<file path="config.mk">
export PLATFORM = sky130hd
export DESIGN_NAME = apb2axi_axi_issuer_flat
export DESIGN_NICKNAME = d
export VERILOG_FILES = /design/src/rtl/apb2axi_axi_issuer_pkg.sv /design/src/rtl/apb2axi_axi_issuer_if.sv /design/src/rtl/apb2axi_axi_issuer.sv /design/src/flat_wrapper.sv
export SDC_FILE = /design/constraint.sdc
export NUM_CORES = 1
export LEC_CHECK = 0
export ABC_AREA = 1
export BUFFER_PORTS_ARGS = -buffer_cell sky130_fd_sc_hd__buf_2
export CAP_MARGIN = 5
export CORE_ASPECT_RATIO = 1.2
export CORE_UTILIZATION = 52
export DETAILED_ROUTE_END_ITERATION = 16
export PLACE_DENSITY = 0.86
export SLEW_MARGIN = 0
export SYNTH_ARGS = -nofsm -noshare
export SYNTH_HDL_FRONTEND = slang
export SYNTH_SLANG_ARGS = --single-unit
</file>
<file path="constraint.sdc">
create_clock -name clk -period 11.5 [get_ports clk]
set_clock_uncertainty 0.15 [all_clocks]
set_input_delay 1.15 -clock clk [delete_from_list [all_inputs] [get_ports clk]]
set_output_delay 1.15 -clock clk [all_outputs]
set_load 0.05 [all_outputs]
</file>
<file path="src/rtl/apb2axi_axi_issuer_pkg.sv">
// Shared types for the APB-to-AXI bridge: the packed command/response FIFO entries,
// the issuer state encoding and the AXI response codes.
package apb2axi_pkg;
    localparam int ADDR_W = 32;
    localparam int DATA_W = 32;

    localparam logic [1:0] AXI_RESP_OKAY   = 2'b00;
    localparam logic [1:0] AXI_RESP_SLVERR = 2'b10;
    localparam logic [1:0] AXI_RESP_DECERR = 2'b11;

    typedef struct packed {
        logic                  is_write;
        logic [ADDR_W-1:0]     addr;
        logic [DATA_W-1:0]     wdata;
        logic [DATA_W/8-1:0]   wstrb;
    } cmd_entry_t;

    typedef struct packed {
        logic                  is_write;
        logic [1:0]            resp;
        logic [DATA_W-1:0]     rdata;
    } rsp_entry_t;

    typedef enum logic [2:0] {
        IDLE    = 3'd0,
        WR_REQ  = 3'd1,
        WR_RESP = 3'd2,
        RD_REQ  = 3'd3,
        RD_RESP = 3'd4,
        RSP     = 3'd5
    } issuer_state_e;
endpackage

</file>
<file path="src/rtl/apb2axi_axi_issuer_if.sv">
// Bus bundle around the issuer: command FIFO pop side, single-beat AXI channels and
// response FIFO push side. master = issuer, slave = FIFOs plus AXI target.
interface apb2axi_axi_issuer_if #(
    parameter int ADDR_W = 32,
    parameter int DATA_W = 32
);
    localparam int STRB_W = DATA_W / 8;
    localparam int CMD_W  = 1 + ADDR_W + DATA_W + STRB_W;
    localparam int RSP_W  = 1 + 2 + DATA_W;

    logic              cmd_valid;
    logic              cmd_ready;
    logic [CMD_W-1:0]  cmd_data;

    logic [ADDR_W-1:0] awaddr;
    logic              awvalid;
    logic              awready;
    logic [DATA_W-1:0] wdata;
    logic [STRB_W-1:0] wstrb;
    logic              wvalid;
    logic              wready;
    logic [1:0]        bresp;
    logic              bvalid;
    logic              bready;

    logic [ADDR_W-1:0] araddr;
    logic              arvalid;
    logic              arready;
    logic [DATA_W-1:0] rdata;
    logic [1:0]        rresp;
    logic              rvalid;
    logic              rready;

    logic              rsp_valid;
    logic              rsp_ready;
    logic [RSP_W-1:0]  rsp_data;

    modport master (
        input  cmd_valid, cmd_data,
        output cmd_ready,
        output awaddr, awvalid, wdata, wstrb, wvalid, bready,
        input  awready, wready, bresp, bvalid,
        output araddr, arvalid, rready,
        input  arready, rdata, rresp, rvalid,
        output rsp_valid, rsp_data,
        input  rsp_ready
    );

    modport slave (
        output cmd_valid, cmd_data,
        input  cmd_ready,
        input  awaddr, awvalid, wdata, wstrb, wvalid, bready,
        output awready, wready, bresp, bvalid,
        input  araddr, arvalid, rready,
        output arready, rdata, rresp, rvalid,
        input  rsp_valid, rsp_data,
        output rsp_ready
    );
endinterface

</file>
<file path="src/rtl/apb2axi_axi_issuer.sv">
// Pops one command at a time, issues it as a single-beat AXI read or write and pushes
// one response entry back; a single transaction is ever outstanding.
//
// state   | meaning
// IDLE    | cmd_ready high, waiting for a command
// WR_REQ  | AW and W offered independently until both have handshaken
// WR_RESP | bready high, waiting for the B beat
// RD_REQ  | arvalid high until arready
// RD_RESP | rready high, waiting for the R beat
// RSP     | response entry offered until rsp_ready
module apb2axi_axi_issuer #(
    parameter int ADDR_W = apb2axi_pkg::ADDR_W,
    parameter int DATA_W = apb2axi_pkg::DATA_W
) (
    input  logic                  clk,
    input  logic                  rst,
    apb2axi_axi_issuer_if.master  bus,
    output logic                  busy,
    output logic [7:0]            err_cnt
);
    import apb2axi_pkg::*;

    localparam int STRB_W = DATA_W / 8;
    localparam int CMD_W  = 1 + ADDR_W + DATA_W + STRB_W;
    localparam int RSP_W  = 1 + 2 + DATA_W;

    issuer_state_e     r_state, w_state_nxt;

    logic              r_awvalid, w_awvalid_nxt;
    logic              r_wvalid, w_wvalid_nxt;
    logic              r_bready, w_bready_nxt;
    logic              r_arvalid, w_arvalid_nxt;
    logic              r_rready, w_rready_nxt;
    logic              r_rsp_valid, w_rsp_valid_nxt;
    logic              r_aw_done, w_aw_done_nxt;
    logic              r_w_done, w_w_done_nxt;
    logic [ADDR_W-1:0] r_awaddr, w_awaddr_nxt;
    logic [DATA_W-1:0] r_wdata, w_wdata_nxt;
    logic [STRB_W-1:0] r_wstrb, w_wstrb_nxt;
    logic [ADDR_W-1:0] r_araddr, w_araddr_nxt;
    logic [RSP_W-1:0]  r_rsp_data, w_rsp_data_nxt;
    logic [7:0]        r_err_cnt, w_err_cnt_nxt;

    logic              w_resp_fire;
    logic [1:0]        w_resp_code;

    logic              w_cmd_is_write;
    logic [ADDR_W-1:0] w_cmd_addr;
    logic [DATA_W-1:0] w_cmd_wdata;
    logic [STRB_W-1:0] w_cmd_wstrb;

    assign w_cmd_is_write = bus.cmd_data[CMD_W-1];
    assign w_cmd_addr     = bus.cmd_data[CMD_W-2 -: ADDR_W];
    assign w_cmd_wdata    = bus.cmd_data[STRB_W +: DATA_W];
    assign w_cmd_wstrb    = bus.cmd_data[STRB_W-1:0];

    always_ff @(posedge clk or posedge rst) begin
        if (rst) begin
            r_state <= IDLE;
        end else begin
            r_state <= w_state_nxt;
        end
    end

    always_comb begin
        w_state_nxt     = r_state;
        w_awvalid_nxt   = r_awvalid;
        w_wvalid_nxt    = r_wvalid;
        w_bready_nxt    = r_bready;
        w_arvalid_nxt   = r_arvalid;
        w_rready_nxt    = r_rready;
        w_rsp_valid_nxt = r_rsp_valid;
        w_aw_done_nxt   = r_aw_done;
        w_w_done_nxt    = r_w_done;
        w_awaddr_nxt    = r_awaddr;
        w_wdata_nxt     = r_wdata;
        w_wstrb_nxt     = r_wstrb;
        w_araddr_nxt    = r_araddr;
        w_rsp_data_nxt  = r_rsp_data;
        w_err_cnt_nxt   = r_err_cnt;
        w_resp_fire     = 1'b0;
        w_resp_code     = AXI_RESP_OKAY;

        unique case (r_state)
            IDLE: begin
                if (bus.cmd_valid) begin
                    if (w_cmd_is_write) begin
                        w_state_nxt   = WR_REQ;
                        w_awvalid_nxt = 1'b1;
                        w_wvalid_nxt  = 1'b1;
                        w_aw_done_nxt = 1'b0;
                        w_w_done_nxt  = 1'b0;
                        w_awaddr_nxt  = w_cmd_addr;
                        w_wdata_nxt   = w_cmd_wdata;
                        w_wstrb_nxt   = w_cmd_wstrb;
                    end else begin
                        w_state_nxt   = RD_REQ;
                        w_arvalid_nxt = 1'b1;
                        w_araddr_nxt  = w_cmd_addr;
                    end
                end
            end
            WR_REQ: begin
                if (r_awvalid && bus.awready) begin
                    w_awvalid_nxt = 1'b0;
                    w_aw_done_nxt = 1'b1;
                end
                if (r_wvalid && bus.wready) begin
                    w_wvalid_nxt = 1'b0;
                    w_w_done_nxt = 1'b1;
                end
                // Same-cycle AW/W completion is seen through the next-state flags.
                if (w_aw_done_nxt && w_w_done_nxt) begin
                    w_state_nxt  = WR_RESP;
                    w_bready_nxt = 1'b1;
                end
            end
            WR_RESP: begin
                if (bus.bvalid) begin
                    w_state_nxt     = RSP;
                    w_bready_nxt    = 1'b0;
                    w_rsp_valid_nxt = 1'b1;
                    w_rsp_data_nxt  = {1'b1, bus.bresp, {DATA_W{1'b0}}};
                    w_resp_fire     = 1'b1;
                    w_resp_code     = bus.bresp;
                end
            end
            RD_REQ: begin
                if (bus.arready) begin
                    w_state_nxt   = RD_RESP;
                    w_arvalid_nxt = 1'b0;
                    w_rready_nxt  = 1'b1;
                end
            end
            RD_RESP: begin
                if (bus.rvalid) begin
                    w_state_nxt     = RSP;
                    w_rready_nxt    = 1'b0;
                    w_rsp_valid_nxt = 1'b1;
                    w_rsp_data_nxt  = {1'b0, bus.rresp, bus.rdata};
                    w_resp_fire     = 1'b1;
                    w_resp_code     = bus.rresp;
                end
            end
            RSP: begin
                if (bus.rsp_ready) begin
                    w_state_nxt     = IDLE;
                    w_rsp_valid_nxt = 1'b0;
                end
            end
            default: begin
                w_state_nxt = IDLE;
            end
        endcase

        if (w_resp_fire && (w_resp_code != AXI_RESP_OKAY) && (r_err_cnt != 8'hFF)) begin
            w_err_cnt_nxt = r_err_cnt + 8'd1;
        end
    end

    always_ff @(posedge clk or posedge rst) begin
        if (rst) begin
            r_awvalid   <= 1'b0;
            r_wvalid    <= 1'b0;
            r_bready    <= 1'b0;
            r_arvalid   <= 1'b0;
            r_rready    <= 1'b0;
            r_rsp_valid <= 1'b0;
            r_aw_done   <= 1'b0;
            r_w_done    <= 1'b0;
            r_awaddr    <= '0;
            r_wdata     <= '0;
            r_wstrb     <= '0;
            r_araddr    <= '0;
            r_rsp_data  <= '0;
            r_err_cnt   <= '0;
        end else begin
            r_awvalid   <= w_awvalid_nxt;
            r_wvalid    <= w_wvalid_nxt;
            r_bready    <= w_bready_nxt;
            r_arvalid   <= w_arvalid_nxt;
            r_rready    <= w_rready_nxt;
            r_rsp_valid <= w_rsp_valid_nxt;
            r_aw_done   <= w_aw_done_nxt;
            r_w_done    <= w_w_done_nxt;
            r_awaddr    <= w_awaddr_nxt;
            r_wdata     <= w_wdata_nxt;
            r_wstrb     <= w_wstrb_nxt;
            r_araddr    <= w_araddr_nxt;
            r_rsp_data  <= w_rsp_data_nxt;
            r_err_cnt   <= w_err_cnt_nxt;
        end
    end

    assign bus.cmd_ready = (r_state == IDLE);
    assign busy          = (r_state != IDLE);
    assign err_cnt       = r_err_cnt;

    assign bus.awaddr    = r_awaddr;
    assign bus.awvalid   = r_awvalid;
    assign bus.wdata     = r_wdata;
    assign bus.wstrb     = r_wstrb;
    assign bus.wvalid    = r_wvalid;
    assign bus.bready    = r_bready;
    assign bus.araddr    = r_araddr;
    assign bus.arvalid   = r_arvalid;
    assign bus.rready    = r_rready;
    assign bus.rsp_valid = r_rsp_valid;
    assign bus.rsp_data  = r_rsp_data;
endmodule

</file>
<file path="src/flat_wrapper.sv">
// flat-port wrapper written by rule: the top's interface ports become plain ports
module apb2axi_axi_issuer_flat import apb2axi_pkg::*;
#(
    parameter int ADDR_W = apb2axi_pkg::ADDR_W,
    parameter int DATA_W = apb2axi_pkg::DATA_W
)
  (clk, rst, busy, err_cnt, bus_cmd_valid, bus_cmd_data, bus_cmd_ready, bus_awaddr, bus_awvalid, bus_wdata, bus_wstrb, bus_wvalid, bus_bready, bus_awready, bus_wready, bus_bresp, bus_bvalid, bus_araddr, bus_arvalid, bus_rready, bus_arready, bus_rdata, bus_rresp, bus_rvalid, bus_rsp_valid, bus_rsp_data, bus_rsp_ready);
  apb2axi_axi_issuer_if #(.ADDR_W(ADDR_W), .DATA_W(DATA_W)) bus_i ();
  input  logic clk;
  input  logic rst;
  output logic busy;
  output logic [7:0] err_cnt;
  input wire logic [$bits(bus_i.cmd_valid)-1:0] bus_cmd_valid;
  input wire logic [$bits(bus_i.cmd_data)-1:0] bus_cmd_data;
  output wire logic [$bits(bus_i.cmd_ready)-1:0] bus_cmd_ready;
  output wire logic [$bits(bus_i.awaddr)-1:0] bus_awaddr;
  output wire logic [$bits(bus_i.awvalid)-1:0] bus_awvalid;
  output wire logic [$bits(bus_i.wdata)-1:0] bus_wdata;
  output wire logic [$bits(bus_i.wstrb)-1:0] bus_wstrb;
  output wire logic [$bits(bus_i.wvalid)-1:0] bus_wvalid;
  output wire logic [$bits(bus_i.bready)-1:0] bus_bready;
  input wire logic [$bits(bus_i.awready)-1:0] bus_awready;
  input wire logic [$bits(bus_i.wready)-1:0] bus_wready;
  input wire logic [$bits(bus_i.bresp)-1:0] bus_bresp;
  input wire logic [$bits(bus_i.bvalid)-1:0] bus_bvalid;
  output wire logic [$bits(bus_i.araddr)-1:0] bus_araddr;
  output wire logic [$bits(bus_i.arvalid)-1:0] bus_arvalid;
  output wire logic [$bits(bus_i.rready)-1:0] bus_rready;
  input wire logic [$bits(bus_i.arready)-1:0] bus_arready;
  input wire logic [$bits(bus_i.rdata)-1:0] bus_rdata;
  input wire logic [$bits(bus_i.rresp)-1:0] bus_rresp;
  input wire logic [$bits(bus_i.rvalid)-1:0] bus_rvalid;
  output wire logic [$bits(bus_i.rsp_valid)-1:0] bus_rsp_valid;
  output wire logic [$bits(bus_i.rsp_data)-1:0] bus_rsp_data;
  input wire logic [$bits(bus_i.rsp_ready)-1:0] bus_rsp_ready;
  assign bus_i.cmd_valid = bus_cmd_valid;
  assign bus_i.cmd_data = bus_cmd_data;
  assign bus_cmd_ready = bus_i.cmd_ready;
  assign bus_awaddr = bus_i.awaddr;
  assign bus_awvalid = bus_i.awvalid;
  assign bus_wdata = bus_i.wdata;
  assign bus_wstrb = bus_i.wstrb;
  assign bus_wvalid = bus_i.wvalid;
  assign bus_bready = bus_i.bready;
  assign bus_i.awready = bus_awready;
  assign bus_i.wready = bus_wready;
  assign bus_i.bresp = bus_bresp;
  assign bus_i.bvalid = bus_bvalid;
  assign bus_araddr = bus_i.araddr;
  assign bus_arvalid = bus_i.arvalid;
  assign bus_rready = bus_i.rready;
  assign bus_i.arready = bus_arready;
  assign bus_i.rdata = bus_rdata;
  assign bus_i.rresp = bus_rresp;
  assign bus_i.rvalid = bus_rvalid;
  assign bus_rsp_valid = bus_i.rsp_valid;
  assign bus_rsp_data = bus_i.rsp_data;
  assign bus_i.rsp_ready = bus_rsp_ready;
  apb2axi_axi_issuer #(.ADDR_W(ADDR_W), .DATA_W(DATA_W)) u_core (.clk(clk), .rst(rst), .bus(bus_i), .busy(busy), .err_cnt(err_cnt));
endmodule
</file>
# Word level (Yosys, flattened, before mapping)

Index checks and enable logic that the tools add are counted.

$add $sub $neg: 1
Equality and inequality tests: 16
Multiplexer cells: 45
Bitwise logic cells: 1
Reductions and logical operators: 25

Operator list:

| operator                                       | number |
|---|---|
| two-way mux 35 bit                             | 2 |
| case mux 35 bit (2 select lines)               | 1 |
| two-way mux 1 bit                              | 22 |
| two-way mux 3 bit                              | 6 |
| case mux 3 bit (6 select lines)                | 1 |
| AND reduction 3 bit                            | 6 |
| case mux 1 bit (2 select lines)                | 8 |
| AND reduction 4 bit                            | 4 |
| != test 2 bit (second input constant)          | 7 |
| nonzero test 2 bit                             | 6 |
| adder 8 x 1 -> 8 bit (second input constant)   | 1 |
| != test 8 bit (second input constant)          | 1 |
| == test 3 x 2 -> 1 bit (second input constant) | 2 |
| == test 3 bit (second input constant)          | 2 |
| two-way mux 2 bit                              | 3 |
| != test 2 x 1 -> 1 bit (second input constant) | 3 |
| AND reduction 6 bit                            | 1 |
| nonzero test 3 bit                             | 2 |
| logical AND 1 bit                              | 5 |
| case mux 2 bit (2 select lines)                | 1 |
| == test 3 x 1 -> 1 bit (second input constant) | 1 |
| zero test 3 bit                                | 1 |
| case mux 1 bit (3 select lines)                | 1 |
| NOT 1 bit                                      | 1 |

Register bits after elaboration: 154
Output and inout port bits: 151
Logic and storage cells: 103

# Longest topological paths before layout

Word-level depth: 6
Mapped depth: 10

# Worst setup path after synthesis

Ideal clock, no wire load.

Path type: register to output
Start point: register u_core.r_state[0]
End point: output bus_cmd_ready
Arrival: 1.079 ns
Required time: 10.200 ns
Path slack: 9.121 ns
Stages on the path, launching flop included: 5
Cells stage by stage: dfrtp_1 buf_6 nor2_4 nand2_4 inv_2

Word-level cells in the longest chain between the ends: 1

Ends and longest elaborated chain:

| what                   | line                      | RTL |
|---|---|---|
| from (decl)            | apb2axi_axi_issuer.sv:27  | `issuer_state_e r_state, w_state_nxt;` |
| from (signal assigned) | apb2axi_axi_issuer.sv:61  | `r_state <= w_state_nxt;` |
| zero test 3 bit        | apb2axi_axi_issuer.sv:195 | `assign bus.cmd_ready = (r_state == IDLE);` |
| to (decl)              | flat_wrapper.sv:15        | `output wire logic [$bits(bus_i.cmd_ready)-1:0] bus_cmd_ready;` |

Every way passes these cells.

# Worst setup path after layout

Same ends and word-level chain as after synthesis.

==> run_results.csv <==
group,metric,value,unit
global_routing,grt_pass1_wl,23.7,mm
worst_setup_path,cp.required,10.20,ns
synth,synthAdderAreaFrac,0.199,%
worst_setup_path,critPathArrivalTime,1.62,ns
outcome,status,"finished, final reports clean",
worst_setup_path,path_cells,"nor2_4 -> nand2_4 -> inv_2 -> buf_2",
timing,fin_crit_sh,25.4,%
route,dr.first_iter.drc_count,223,
floorplan,row_count,43,
global_routing,grt_pass1_vias,5042,
cts,post_cts_resized,0,
cts,cts_tree,"built",
route,ant_nets,0,
cts,clk_latency,0.41,ns
timing,setup_viol,0,
floorplan,core_area,11700,um2
global_routing,antenna_found_initial,0,
cts,cts_hold_buffers,0,
finish,antenna_cells,0,
timing,hold-worst-slack,0.318,ns
power,max-vdd-ir-drop,227,uV
cts,path_clk_slew,0.06,ns
route,route.detailed.drc,0,
worst_setup_path,r2r-start,"u_core.r_state[0]",
worst_setup_path,crit_fanout,8,
floorplan,initial_utilization,53.9,%
cts,post_cts_buffers,0,
global_routing,grt_use_total,25.0,%
synth,synth-compound-area-share,6.94,%
worst_setup_path,ff2ff_path_depth,7,
synth,synth-seq-cells,154,
synth,synth_top_family_by_area,"simple AND/OR/NAND/NOR gates",
worst_setup_path,slowest_stage,"dfrtp_1",
timing,max-slew-margin-rel,34.5,%
finish,mostFrequentLayoutCells,"288 x nand2_1, 264 x buf_2, 154 x dfrtp_1, 52 x nand3_1, 50 x inv_1",
timing,fmax,0.342,GHz
finish,nNetsFinal,1063,
synth,syn_inst,695,
timing,final.setup.tns,0,ns
floorplan,io_pins,265,
worst_setup_path,path_buf_inv,2,
power,static-leakage-power,4.84,nW
cts,clock_path_buffers,2,
cts,cts.sinks,154,
cts,clock-root-buffer,"clkbuf_16",
worst_hold_path,min_from,"u_core.bus.wdata[4]",
synth,yosysWarningCount,0,
floorplan,dieArea,12600,um2
finish,drive_gt1_share,32.8,%
worst_setup_path,crit_type,"register to primary output",
worst_hold_path,worstHoldPathCells,2,
worst_hold_path,whs_endpoint,"u_core.bus.wdata[4]",
worst_hold_path,hp-class,"register to register",
cts,cts_buffers,17,
floorplan,die_w,102,um
synth,synthMuxAreaShare,0,%
timing,min_period,2.92,ns
placement,globalplace.congestion,0.820,
route,dr.pass1.iters,4,
worst_setup_path,end_kind,"primary output",
job,max-cap-violations,0,
synth,synth_area,6300,um2
route,avgViaCountPerCell,4.87,
timing,maxSlewViolCount,0,
synth,synth.distinct_cells,26,
power,power_density,362,nW/um2
worst_setup_path,r2r_end,"u_core.bus.awaddr[11]",
route,avgRoutedWirePerCell,13.7,um
synth,yosysSeqAreaShare,61.2,%
floorplan,fp.dieH,123,um
timing,worst_slew_pin_slew,0.982,ns
synth,postSynthAreaPerCell,9.06,um2
timing,rsz0062_at_grt,"false",
synth,syn_nets,810,
cts,cts_max_level,4,
worst_setup_path,cp_slowest_stage_delay,0.48,ns
placement,hpwl,11.0,mm
global_routing,grt_max_degree,93,
route,drt_wl_total,15.3,mm
worst_setup_path,crit_family,"flip-flops",
synth,synthXorXnorAreaFrac,0.417,%
finish,area_growth_syn_to_layout,30.2,%
placement,numPortBuffers,264,
global_routing,grt_overflow,0,
worst_setup_path,reg2reg_slack,8.73,ns
worst_setup_path,startpoint_type,"register",
route,vias,5442,
finish,final_common_cell,"nand2_1",
timing,hold_viol,0,
synth,synthSimpleGateAreaFrac,23.9,%
## flip-flops by register name (all words and copies together), names as in the netlist, 3 cells and up
signal               count
u_core.bus.rsp_data     35
u_core.bus.awaddr       32
u_core.bus.wdata        32
u_core.bus.wstrb         4
u_core.bus.araddr       32
u_core.r_state           3
u_core.err_cnt           8
## report_power, final
group          switching [mW]  internal, mW  leakage, nW
Clock                   0.235         0.330        0.301
Sequential              0.141         0.776         1.96
Combinational            1.18         0.304         2.58
Total                    1.56          1.41         4.84
## cells by family after synthesis
| logic type | Yosys count |
|---|---|
| DFF | 154 |
| adders and majority gates | 1 |
| AOI/OAI and AO/OA | 86 |
| xor gates and xnor gates | 3 |
| buffers and inverters | 89 |
| and+or+nand+nor | 362 |
## area by class of cell
type / count / area (um2)
timing repair buffer: 266 / 1340
multi-input combinational: 452 / 1980
inverter: 57 / 221
clock buffer: 17 / 425
clock inverter: 15 / 180
tap: 157 / 196
sequential: 154 / 3850
fill: 952 / 3480
## worst max path at each step
stage / start / to / slack [ns] / depth (start not counted)
5_1_grt: bus_cmd_data[68] / u_core.bus.awaddr[20] / 8.46 / 7
6_report: u_core.r_state[0] / bus_cmd_ready / 8.58 / 4
3_3_place_gp: bus_cmd_data[68] / u_core.bus.awaddr[31] / 8.32 / 7
3_5_place_dp: bus_cmd_data[68] / u_core.bus.awaddr[20] / 8.26 / 7
4_1_cts: u_core.r_state[0] / bus_cmd_ready / 8.57 / 4
2_1_floorplan: rst / u_core.bus.araddr[0] / 6.05 / 1
## synth_stat cells
cell type  number  share of area, %
a21oi_1         7              0.56
a22o_1          1              0.14
buf_2          11              0.87
buf_4           3              0.36
buf_6          13               2.3
clkbuf_1        5              0.30
dfrtp_1       154                61
ha_1            1              0.20
inv_1          51               3.0
inv_2           5              0.30
inv_4           1             0.099
nand2_1       288                17
nand2_2         1             0.099
nand2_4         4              0.72
nand2_8         1              0.32
nand3_1        52               4.1
nand3b_1        2              0.24
nand4_1         1             0.099
nor2_1          9              0.54
nor2_4          3              0.54
o21ai_0        41               3.3
o21ai_1        36               2.9
o21bai_1        1              0.12
or2_2           1             0.099
xnor2_1         1              0.14
xor2_1          2              0.28
## worst register-to-register path: stages, from the launching register on
cell,delay (ns)
dfrtp_1,0.48
nor2_4,0.24
nand2_4,0.11
nor2_4,0.63
inv_2,0.24
buf_4,0.43
nand2_1,0.25
o21ai_1,0.08
## per-layer routing
layer | vias up | part of all wire (%) | track usage, %
li1 | 2682 | - | -
met1 | 2527 | 42 | 30.7
met2 | 206 | 49 | 41.6
met3 | 27 | 6.4 | 6.32
met4 | 0 | 2.2 | 10.4
met5 | - | 0 | 0
## per-stage QoR
| step | worst slack [ns] | cells | total power, mW | util [%] | cell area (um2) |
|---|---|---|---|---|---|
| 3_5_place_dp | 8.26 | 1086 | 2.41 | 65.0 | 7590 |
| 2_1_floorplan | 6.05 | 695 | 2.07 | - | 6300 |
| 4_1_cts | 8.57 | 1118 | 2.99 | 70.2 | 8200 |
| 5_1_grt | 8.46 | 1118 | 3.12 | 70.2 | 8200 |
| 6_report | 8.58 | 1118 | 2.97 | 70.2 | 8200 |
| 3_3_place_gp | 8.32 | 1086 | 2.38 | 65.0 | 7590 |
Note: power is estimated with default switching activity, not from simulation.
